$ cat config.mk
export PLATFORM = sky130hd
export DESIGN_NAME = vop2_issue_flat
export DESIGN_NICKNAME = d
export VERILOG_FILES = /design/src/rtl/vop2_pkg.sv /design/src/rtl/vop2_issue_if.sv /design/src/rtl/vop2_field_decode.sv /design/src/rtl/vop2_issue.sv /design/src/flat_wrapper.sv
export SDC_FILE = /design/constraint.sdc
export NUM_CORES = 1
export LEC_CHECK = 0
export CAP_MARGIN = 40
export CORE_UTILIZATION = 40
export CTS_CLUSTER_SIZE = 40
export DETAILED_ROUTE_END_ITERATION = 6
export GPL_ROUTABILITY_DRIVEN = 0
export PLACE_DENSITY = 0.65
export SYNTH_ARGS = -nofsm -noshare
export SYNTH_HDL_FRONTEND = slang
export SYNTH_SLANG_ARGS = --single-unit
$ cat constraint.sdc
create_clock -name clk -period 1.7 [get_ports clk]
set_input_delay 0.34 -clock clk [delete_from_list [all_inputs] [get_ports clk]]
set_output_delay 0.34 -clock clk [all_outputs]
set_load 0.03 [all_outputs]
$ cat src/rtl/vop2_pkg.sv
// rtl/vop2_pkg.sv - shared VOP2 field layout, opcodes, FSM states and bundle type
package vop2_pkg;

  localparam int OP_LSB    = 25;
  localparam int OP_W      = 6;
  localparam int VDST_LSB  = 17;
  localparam int VDST_W    = 8;
  localparam int VSRC1_LSB = 9;
  localparam int VSRC1_W   = 8;
  localparam int SRC0_LSB  = 0;
  localparam int SRC0_W    = 9;

  localparam logic [SRC0_W-1:0] LIT_SRC = 9'd255;

  typedef enum logic [OP_W-1:0] {
    V_CNDMASK_B32 = 6'd0,
    V_ADD_F32     = 6'd3,
    V_SUB_F32     = 6'd4,
    V_MUL_F32     = 6'd8,
    V_FMAC_F32    = 6'd43,
    V_FMAMK_F32   = 6'd44,
    V_FMAAK_F32   = 6'd45
  } vop2_op_e;

  typedef enum logic {
    S_IDLE = 1'b0,
    S_LIT  = 1'b1
  } state_e;

  typedef struct packed {
    logic [OP_W-1:0]    op;
    logic [VDST_W-1:0]  vdst;
    logic [VSRC1_W-1:0] vsrc1;
    logic [SRC0_W-1:0]  src0;
  } vop2_fields_t;

  typedef struct packed {
    logic [OP_W-1:0]    op;
    logic [VDST_W-1:0]  vdst;
    logic [VSRC1_W-1:0] vsrc1;
    logic [SRC0_W-1:0]  src0;
    logic               has_lit;
    logic [31:0]        literal;
  } vop2_bundle_t;

  function automatic vop2_bundle_t make_bundle(input vop2_fields_t f,
                                               input logic has_lit,
                                               input logic [31:0] literal);
    vop2_bundle_t b;
    b.op      = f.op;
    b.vdst    = f.vdst;
    b.vsrc1   = f.vsrc1;
    b.src0    = f.src0;
    b.has_lit = has_lit;
    b.literal = literal;
    return b;
  endfunction

endpackage

$ cat src/rtl/vop2_issue_if.sv
// rtl/vop2_issue_if.sv - instruction dword input and decoded bundle output handshakes
interface vop2_issue_if;
  import vop2_pkg::*;

  logic               in_valid;
  logic [31:0]        in_dword;
  logic               in_ready;
  logic               out_valid;
  logic               out_ready;
  logic [OP_W-1:0]    out_op;
  logic [VDST_W-1:0]  out_vdst;
  logic [VSRC1_W-1:0] out_vsrc1;
  logic [SRC0_W-1:0]  out_src0;
  logic               out_has_lit;
  logic [31:0]        out_literal;

  // master: instruction buffer + ALU side; slave: the issue block
  modport master (
    output in_valid, in_dword, out_ready,
    input  in_ready, out_valid, out_op, out_vdst, out_vsrc1, out_src0,
           out_has_lit, out_literal
  );

  modport slave (
    input  in_valid, in_dword, out_ready,
    output in_ready, out_valid, out_op, out_vdst, out_vsrc1, out_src0,
           out_has_lit, out_literal
  );

endinterface

$ cat src/rtl/vop2_field_decode.sv
// rtl/vop2_field_decode.sv - combinational VOP2 dword splitter with legality and literal flags
module vop2_field_decode #(
  parameter logic [8:0] LIT_SRC  = vop2_pkg::LIT_SRC,
  parameter logic [5:0] OP_FMAMK = vop2_pkg::V_FMAMK_F32,
  parameter logic [5:0] OP_FMAAK = vop2_pkg::V_FMAAK_F32
) (
  input  logic [31:0]           dword,
  output vop2_pkg::vop2_fields_t fields,
  output logic                  is_vop2,
  output logic                  needs_literal
);
  import vop2_pkg::*;

  always_comb begin
    fields.op    = dword[OP_LSB    +: OP_W];
    fields.vdst  = dword[VDST_LSB  +: VDST_W];
    fields.vsrc1 = dword[VSRC1_LSB +: VSRC1_W];
    fields.src0  = dword[SRC0_LSB  +: SRC0_W];
  end

  assign is_vop2       = ~dword[31];
  assign needs_literal = (fields.src0 == LIT_SRC) ||
                         (fields.op == OP_FMAMK) || (fields.op == OP_FMAAK);

endmodule

$ cat src/rtl/vop2_issue.sv
// rtl/vop2_issue.sv - VOP2 issue front end: decode, literal collection, single-entry output register
module vop2_issue #(
  parameter int         CNT_W    = 16,
  parameter logic [8:0] LIT_SRC  = vop2_pkg::LIT_SRC,
  parameter logic [5:0] OP_FMAMK = vop2_pkg::V_FMAMK_F32,
  parameter logic [5:0] OP_FMAAK = vop2_pkg::V_FMAAK_F32
) (
  input  logic             clk,
  input  logic             rst_n,
  input  logic             flush,
  vop2_issue_if.slave      bus,
  output logic             illegal,
  output logic [CNT_W-1:0] issue_count
);
  import vop2_pkg::*;

  state_e       state, state_n;
  vop2_fields_t fields, hold, hold_n;
  vop2_bundle_t bundle, bundle_n;
  logic         out_valid, valid_n, illegal_n;
  logic         is_vop2, needs_literal;
  logic         in_ready, acc, take;

  vop2_field_decode #(
    .LIT_SRC  (LIT_SRC),
    .OP_FMAMK (OP_FMAMK),
    .OP_FMAAK (OP_FMAAK)
  ) u_decode (
    .dword         (bus.in_dword),
    .fields        (fields),
    .is_vop2       (is_vop2),
    .needs_literal (needs_literal)
  );

  // No skid buffer: a new dword is only taken when the output slot frees this cycle.
  assign in_ready = !flush && (!out_valid || bus.out_ready);
  assign acc      = bus.in_valid && in_ready;
  assign take     = out_valid && bus.out_ready;

  always_comb begin
    state_n   = state;
    hold_n    = hold;
    bundle_n  = bundle;
    valid_n   = out_valid && !take;
    illegal_n = 1'b0;
    if (flush) begin
      state_n = S_IDLE;
      hold_n  = '0;
      valid_n = 1'b0;
    end else if (acc) begin
      unique case (state)
        S_IDLE: begin
          if (!is_vop2) begin
            illegal_n = 1'b1;
          end else if (needs_literal) begin
            hold_n  = fields;
            state_n = S_LIT;
          end else begin
            bundle_n = make_bundle(fields, 1'b0, 32'd0);
            valid_n  = 1'b1;
          end
        end
        S_LIT: begin
          // Literal dword is raw data, so bit31 is not a legality marker here.
          bundle_n = make_bundle(hold, 1'b1, bus.in_dword);
          valid_n  = 1'b1;
          state_n  = S_IDLE;
        end
        default: state_n = S_IDLE;
      endcase
    end
  end

  always_ff @(posedge clk or negedge rst_n) begin
    if (!rst_n) begin
      state     <= S_IDLE;
      hold      <= '0;
      bundle    <= '0;
      out_valid <= 1'b0;
      illegal   <= 1'b0;
    end else begin
      state     <= state_n;
      hold      <= hold_n;
      bundle    <= bundle_n;
      out_valid <= valid_n;
      illegal   <= illegal_n;
    end
  end

  always_ff @(posedge clk or negedge rst_n) begin
    if (!rst_n) begin
      issue_count <= '0;
    end else if (take) begin
      issue_count <= issue_count + CNT_W'(1);
    end
  end

  assign bus.in_ready    = in_ready;
  assign bus.out_valid   = out_valid;
  assign bus.out_op      = bundle.op;
  assign bus.out_vdst    = bundle.vdst;
  assign bus.out_vsrc1   = bundle.vsrc1;
  assign bus.out_src0    = bundle.src0;
  assign bus.out_has_lit = bundle.has_lit;
  assign bus.out_literal = bundle.literal;

endmodule

$ cat src/flat_wrapper.sv
// flat-port wrapper written by rule: the top's interface ports become plain ports
module vop2_issue_flat import vop2_pkg::*;
#(
  parameter int         CNT_W    = 16,
  parameter logic [8:0] LIT_SRC  = vop2_pkg::LIT_SRC,
  parameter logic [5:0] OP_FMAMK = vop2_pkg::V_FMAMK_F32,
  parameter logic [5:0] OP_FMAAK = vop2_pkg::V_FMAAK_F32
)
  (clk, rst_n, flush, illegal, issue_count, bus_in_valid, bus_in_dword, bus_out_ready, bus_in_ready, bus_out_valid, bus_out_op, bus_out_vdst, bus_out_vsrc1, bus_out_src0, bus_out_has_lit, bus_out_literal);
  vop2_issue_if bus_i ();
  input  logic clk;
  input  logic rst_n;
  input  logic flush;
  output logic illegal;
  output logic [CNT_W-1:0] issue_count;
  input wire logic [$bits(bus_i.in_valid)-1:0] bus_in_valid;
  input wire logic [$bits(bus_i.in_dword)-1:0] bus_in_dword;
  input wire logic [$bits(bus_i.out_ready)-1:0] bus_out_ready;
  output wire logic [$bits(bus_i.in_ready)-1:0] bus_in_ready;
  output wire logic [$bits(bus_i.out_valid)-1:0] bus_out_valid;
  output wire logic [$bits(bus_i.out_op)-1:0] bus_out_op;
  output wire logic [$bits(bus_i.out_vdst)-1:0] bus_out_vdst;
  output wire logic [$bits(bus_i.out_vsrc1)-1:0] bus_out_vsrc1;
  output wire logic [$bits(bus_i.out_src0)-1:0] bus_out_src0;
  output wire logic [$bits(bus_i.out_has_lit)-1:0] bus_out_has_lit;
  output wire logic [$bits(bus_i.out_literal)-1:0] bus_out_literal;
  assign bus_i.in_valid = bus_in_valid;
  assign bus_i.in_dword = bus_in_dword;
  assign bus_i.out_ready = bus_out_ready;
  assign bus_in_ready = bus_i.in_ready;
  assign bus_out_valid = bus_i.out_valid;
  assign bus_out_op = bus_i.out_op;
  assign bus_out_vdst = bus_i.out_vdst;
  assign bus_out_vsrc1 = bus_i.out_vsrc1;
  assign bus_out_src0 = bus_i.out_src0;
  assign bus_out_has_lit = bus_i.out_has_lit;
  assign bus_out_literal = bus_i.out_literal;
  vop2_issue #(.CNT_W(CNT_W), .LIT_SRC(LIT_SRC), .OP_FMAMK(OP_FMAMK), .OP_FMAAK(OP_FMAAK)) u_core (.clk(clk), .rst_n(rst_n), .flush(flush), .bus(bus_i), .illegal(illegal), .issue_count(issue_count));
endmodule
==> key figures, run 1 <==
CTS
  – Clock Latency Late Sink: 0.41 ns
  – H-tree depth: 4
  – Clk buf depth: 2
  – CTS sink cnt: 114
  – CTS tree: yes
  – Clock slew at reported path FFs: 0.05 ns
  – Inserted Clock Buffers: 17
  – CTS root buf: clkbuf_16

Drt
  – WL final: 13.2 mm
  – Wirelength per Cell: 16.7 um
  – Vias per cell: 4.77
  – Drt pass-1 iters: 4
  – Post-route ant nets: 0
  – Metal3 WL: 721 um
  – Met2 Wirelength: 6.54 mm
  – Via count: 3776
  – First DRT Iteration DRCs: 150
  – Routed length on met1: 5.80 mm
  – Highest routed layer: met5
  – Residual DRC: 0

Critical path
  – CP Capture Type: register
  – Critical path class: register to register
  – CP startpoint: u_core.state
  – Worst Path Buf+Inv: 3
  – Critical Path Start Type: register
  – Arrival time worst endpoint: 2.08 ns
  – Critical path's slowest cell: dfrtp_2
  – Max incr delay on CP: 0.43 ns
  – CP Max Fanout: 7
  – RR Startpoint: u_core.state
  – CP delay by family, top: buffers and inverters
  – CP cell instances: nand2b_4, nor4_4, buf_4, nor3_4, buf_8, clkbuf_16, mux2_4
  – Worst Path Required: 1.99 ns

Synthesis
  – Seq/Total Area, Yosys: 52.7%
  – Post-synth top area share: 52.7%
  – Top FF cell, synth: dfrtp_1
  – Asr flop ratio synth: 100%
  – Synth area leader: dfrtp_1
  – Cells after synthesis: 420
  – Syn Area/Cell: 12.9 um2
  – Syn Nets: 458
  – Post-Syn Area: 0.00541 mm2
  – EDFF count, synth: 0
  – FF+latch count, synth: 114
  – Ys Warns: 0
  – Yosys cell types: 30
  – Top cells by area, synth: dfrtp_1 53%, mux2_4 13%, mux2_2 9.8%

Die
  – IO Count: 120
  – CORE AREA: 0.0132 mm2
  – Die Y-Extent: 118 um
  – Die area: 0.0140 mm2
  – Initial Utilization: 41.0%
  – Die Wd: 118 um
  – Row Count: 42

Cells and area
  – Fin cells: 791
  – Fin nets: 641
  – Syn-to-layout area delta: 47.8%
  – Share of post-route cells with drive strength above 1: 32.7%
  – Most common cell after layout, fill and taps aside: dfrtp_1
  – Commonest non-fill, non-tap cells in the layout: 112 x dfrtp_1, 85 x dlygate4sd2_1, 63 x mux2_4
  – Antenna Cells: 0

Outcome
  – Failing checks: negative setup slack
  – Status: complete, but fails checks

Timing
  – Period utilization: 105%
  – Worst slew margin: 68.9%
  – Final setup fails: 88
  – Final setup margin: -0.0933 ns
  – Final hold slack: 0.365 ns
  – Setup Skew: 0.00740 ns
  – RSZ-0062 raised after global routing: true
  – FMAX: 558 MHz
  – Final slew viol count: 0
  – Final min period: 1.79 ns
  – Hold Fails Final Rpt: 0
  – Setup TNS Final: -4.33 ns
  – Worst-margin pin slew: 0.466 ns

Global routing
  – Largest net degree at the start of global routing: 35
  – First-pass GRT wire length: 21.2 mm
  – Initial antenna violation count: 1
  – Grt total ovfl: 0
  – GRT Total Usage: 19.7%
  – Number of global-route vias before repair: 4009

Placed design
  – Buffers on Ports: 119
  – Pre-CTS WS: -0.548 ns
  – Placed cells: 738
  – DP HPWL: 8.41 mm

Worst hold path
  – Worst hold path class: input pin to register
  – Startpoint of the worst hold path: bus_in_dword[5]

Power
  – Power Total: 7.92 mW
  – PwrDens: 990 mW/mm2
  – VDD IR-drop max: 712 uV
  – Pleak: 3.96 nW

Run
  – Max_cap viols: 0
==> kinds of logic after synthesis <==
kind of cell	share of synthesized area, %
xor+xnor	2.43
flops	52.7
compound gates	0.370
buf+inv	4.79
fa+ha+maj	0.231
mux	28.5
simple gates	11.0
==> cell usage after synthesis, types with 4 or more instances <==
library cell,n
dfrtp_1,114
mux2_2,47
mux2_4,46
nand2_1,44
inv_1,33
mux2i_1,32
nor2b_1,31
xnor2_1,10
clkbuf_1,7
buf_6,6
nand3_1,5
nor2_1,5
nor3_1,5
xor2_1,5
nand2b_1,4
nand4_1,4
==> metal layers <==
metal,vias up,GRT usage [%]
met1,1891,24.7
li1,1776,-
met4,2,8.09
met2,93,31.5
met3,14,5.94
met5,-,0
==> metrics by stage <==
| step | instance area (um2) | utilization (%) |
|---|---|---|
| 6_report | 8000 | 60.6 |
| 4_1_cts | 7730 | 58.6 |
| 5_1_grt | 8000 | 60.6 |
| 3_5_place_dp | 7090 | 53.7 |
| 2_1_floorplan | 5410 | - |
| 3_3_place_gp | 7090 | 53.7 |
==> final timing paths <==
check,to,slack (ns),cells after the start
min reg2reg,u_core.issue_count[15],0.46,1
max reg2reg,u_core.bus.out_src0[0],-0.09,7
min in group asynchronous,u_core.bus.out_literal[9],0.43,2
min,u_core.hold[5],0.36,3
max,u_core.bus.out_src0[0],-0.09,7
max in group asynchronous,u_core.bus.out_literal[12],0.67,3
==> flip-flops by register name, indices dropped and copies added, names as in the netlist <==
register                count
u_core.bus.out_src0         9
u_core.bus.out_literal     32
u_core.hold                31
u_core.illegal              1
u_core.bus.out_vdst         8
u_core.bus.out_valid        1
u_core.issue_count         16
u_core.state                1
u_core.bus.out_has_lit      1
u_core.bus.out_vsrc1        8
u_core.bus.out_op           6
==> area by class of cell <==
cell class,instances,area [um2]
timing repair buffer,184,1840
clock buffer,26,519
clock inverter,5,25.0
tap,176,220
sequential,114,2860
fill,1083,5190
multi-input combinational,253,2420
inverter,33,124
==> report_power, final <==
group          internal (mW)  total, mW  switching (mW)
clock network           2.07       3.27            1.19
registers               2.94       3.11           0.172
logic                  0.711       1.54           0.829
==> tightest hold or removal path: stages <==
cell and delay [ns]:
dlymetal6s2s_1 0.13, buf_4 0.14, mux2_4 0.13
==> timing repair <==
item	in CTS	in global routing
pin swaps	3	4
hold buffers	1	0
hold endpoints to repair	28	0
setup buffers	7	10
resized for setup	105	33
cloned	2	4
endpoints found under the setup margin	160	90
No activity file was read; power rests on OpenSTA's default activity.
==> run 2: changes to the inputs <==
- CORE_ASPECT_RATIO: not set -> 0.8
==> key figures, run 2 (synthesis results as in run 1) <==
CTS
  – H-tree depth: 4 (unchanged)
  – CTS tree: yes (unchanged)
  – Clk buf depth: 2 (unchanged)
  – Inserted Clock Buffers: 17 (unchanged)
  – CTS root buf: clkbuf_16 (unchanged)
  – Clock Latency Late Sink: 0.41 ns (about the same)
  – CTS sink cnt: 114 (unchanged)
  – Clock slew at reported path FFs: 0.06 ns (was 0.05 ns)

Critical path
  – CP cell instances: buf_6, nand2b_4, nand3b_1, nor3_4, buf_4, buf_12, mux2_2 (was nand2b_4, nor4_4, buf_4, nor3_4, buf_8, clkbuf_16, mux2_4)
  – CP Capture Type: register (unchanged)
  – Critical path's slowest cell: dfrtp_2 (unchanged)
  – Max incr delay on CP: 0.41 ns (was 0.43 ns)
  – CP delay by family, top: simple AND/OR/NAND/NOR gates (was buffers and inverters)
  – Critical Path Start Type: register (unchanged)
  – CP Max Fanout: 7 (unchanged)
  – Worst Path Buf+Inv: 3 (unchanged)
  – Arrival time worst endpoint: 2.19 ns (was 2.08 ns)
  – Worst Path Required: 2.00 ns (was 1.99 ns)
  – Critical path class: register to register (unchanged)

Die
  – Die Wd: 132 um (was 118 um)
  – Initial Utilization: 41.6% (was 41.0%)
  – Die Y-Extent: 106 um (was 118 um)
  – IO Count: 120 (unchanged)
  – CORE AREA: 0.0130 mm2 (was 0.0132 mm2)
  – Die area: 0.0140 mm2 (about the same)
  – Row Count: 37 (was 42)

Timing
  – Setup Skew: 0.0128 ns (was 0.00740 ns)
  – Worst-margin pin slew: 0.520 ns (was 0.466 ns)
  – Period utilization: 111% (was 105%)
  – Worst slew margin: 65.4% (was 68.9%)
  – RSZ-0062 raised after global routing: true (unchanged)
  – Final slew viol count: 0 (unchanged)
  – Hold Fails Final Rpt: 0 (unchanged)
  – Final hold slack: 0.364 ns (was 0.365 ns)
  – FMAX: 528 MHz (was 558 MHz)
  – Final min period: 1.89 ns (was 1.79 ns)
  – Final setup fails: 90 (was 88)
  – Final setup margin: -0.195 ns (was -0.0933 ns)

Outcome
  – Failing checks: negative setup slack (unchanged)
  – Status: complete, but fails checks (unchanged)

Drt
  – First DRT Iteration DRCs: 172 (was 150)
  – Post-route ant nets: 0 (unchanged)
  – Vias per cell: 4.79 (was 4.77)
  – Residual DRC: 0 (unchanged)
  – Wirelength per Cell: 17.1 um (was 16.7 um)
  – Drt pass-1 iters: 4 (unchanged)
  – Via count: 3815 (was 3776)
  – WL final: 13.6 mm (was 13.2 mm)

Power
  – PwrDens: 1030 mW/mm2 (was 990 mW/mm2)
  – VDD IR-drop max: 887 uV (was 712 uV)
  – Pleak: 4.02 nW (was 3.96 nW)

Cells and area
  – Fill cells: 1010 (was 1083)
  – Fin util: 62.8% (was 60.6%)
  – Commonest non-fill, non-tap cells in the layout: 112 x dfrtp_1, 94 x dlygate4sd2_1, 57 x mux2_4 (was 112 x dfrtp_1, 85 x dlygate4sd2_1, 63 x mux2_4)
  – Max reg flops: 32 (unchanged)
  – Most common cell after layout, fill and taps aside: dfrtp_1 (unchanged)
  – Antenna Cells: 0 (unchanged)
  – Fin nets: 646 (was 641)
  – Syn-to-layout area delta: 51.0% (was 47.8%)
  – Share of post-route cells with drive strength above 1: 34.1% (was 32.7%)

Worst hold path
  – Worst hold path class: input pin to register (unchanged)

Global routing
  – GRT Total Usage: 19.7% (about the same)
  – Number of global-route vias before repair: 3917 (was 4009)
  – Largest net degree at the start of global routing: 48 (was 35)
  – First-pass GRT wire length: 20.9 mm (was 21.2 mm)
  – Grt total ovfl: 0 (unchanged)
  – Initial antenna violation count: 0 (was 1)

Placed design
  – DP HPWL: 8.22 mm (was 8.41 mm)
  – Buffers on Ports: 119 (unchanged)

Run
  – Max_cap viols: 0 (unchanged)
## run 2: stage by stage
step | setup slack (ns) | instances | setup TNS (ns) | power (mW) | area, um2
finish | -0.195 | 796 | -10.90 | 8.43 | 8170
global route | -0.246 | 796 | -14.88 | 8.75 | 8170
CTS | -0.116 | 788 | -3.67 | 8.46 | 8030
detailed placement | -0.622 | 735 | -47.70 | 4.73 | 7070
global placement | -0.581 | 735 | -45.15 | 4.69 | 7070
floorplan | 0.0187 | 420 | 0 | 3.94 | 5410
## run 2: worst register-to-register path: stages, from the launching register on
cell,delay [ns]
dfrtp_2,0.41
buf_6,0.12
nand2b_4,0.11
nand3b_1,0.16
nor3_4,0.33
buf_4,0.19
buf_12,0.12
mux2_2,0.33
## run 2: repair_timing
action	CTS	global route
pin swaps	3	1
resized for setup	126	25
buffers inserted	15	8
hold buffers	1	0
hold endpoints to repair	27	0
cloned	6	2
endpoints found under the setup margin	163	93
## run 2: worst paths after layout
check / from / slack [ns] / end / depth (start not counted)
max: u_core.state / -0.19 / u_core.bus.out_vdst[7] / 7
min: bus_in_dword[28] / 0.36 / u_core.bus.out_literal[28] / 3
max reg2reg: u_core.state / -0.19 / u_core.bus.out_vdst[7] / 7
min reg2reg: u_core.issue_count[15] / 0.46 / u_core.issue_count[15] / 1
max in group asynchronous: rst_n / 0.66 / u_core.bus.out_vsrc1[7] / 3
min in group asynchronous: rst_n / 0.42 / u_core.bus.out_vdst[4] / 2
## run 2: layout make-up
| class | instances | area, um2 | share of cell area (%) |
|---|---|---|---|
| flip-flops and latches | 114 | 2860 | 35.0 |
| multi-input cells | 253 | 2410 | 29.5 |
| repair buffers | 189 | 1920 | 23.6 |
| clock buffers | 17 | 425 | 5.21 |
| well taps | 175 | 219 | 2.68 |
| clock inverters | 15 | 206 | 2.53 |
| inverters | 33 | 124 | 1.52 |
## run 2: per-layer routing
metal | share of wire (%) | routed length [um] | track usage [%] | up-vias
li1 | - | - | - | 1781
met1 | 47 | 6420 | 26.0 | 1920
met2 | 47 | 6420 | 31.2 | 101
met3 | 4.8 | 654 | 5.96 | 13
met4 | 0.93 | 127 | 6.15 | 0
met5 | 0 | 0 | 0 | -
## run 2: power breakdown
group,internal [mW],total (mW),switching [mW]
Sequential,2.94,3.11,0.172
Combinational,0.689,1.53,0.837
Clock,2.47,3.79,1.33
Total,6.09,8.43,2.34
==> run 3: changes to the inputs <==
- ABC_CLOCK_PERIOD_IN_PS: not set -> 1700
- CAP_MARGIN: 40 -> 20
- CORE_ASPECT_RATIO: 0.8 -> not set
==> results of run 3 <==
Same layout as run 1: the final DEF is identical, and so are final timing and power.
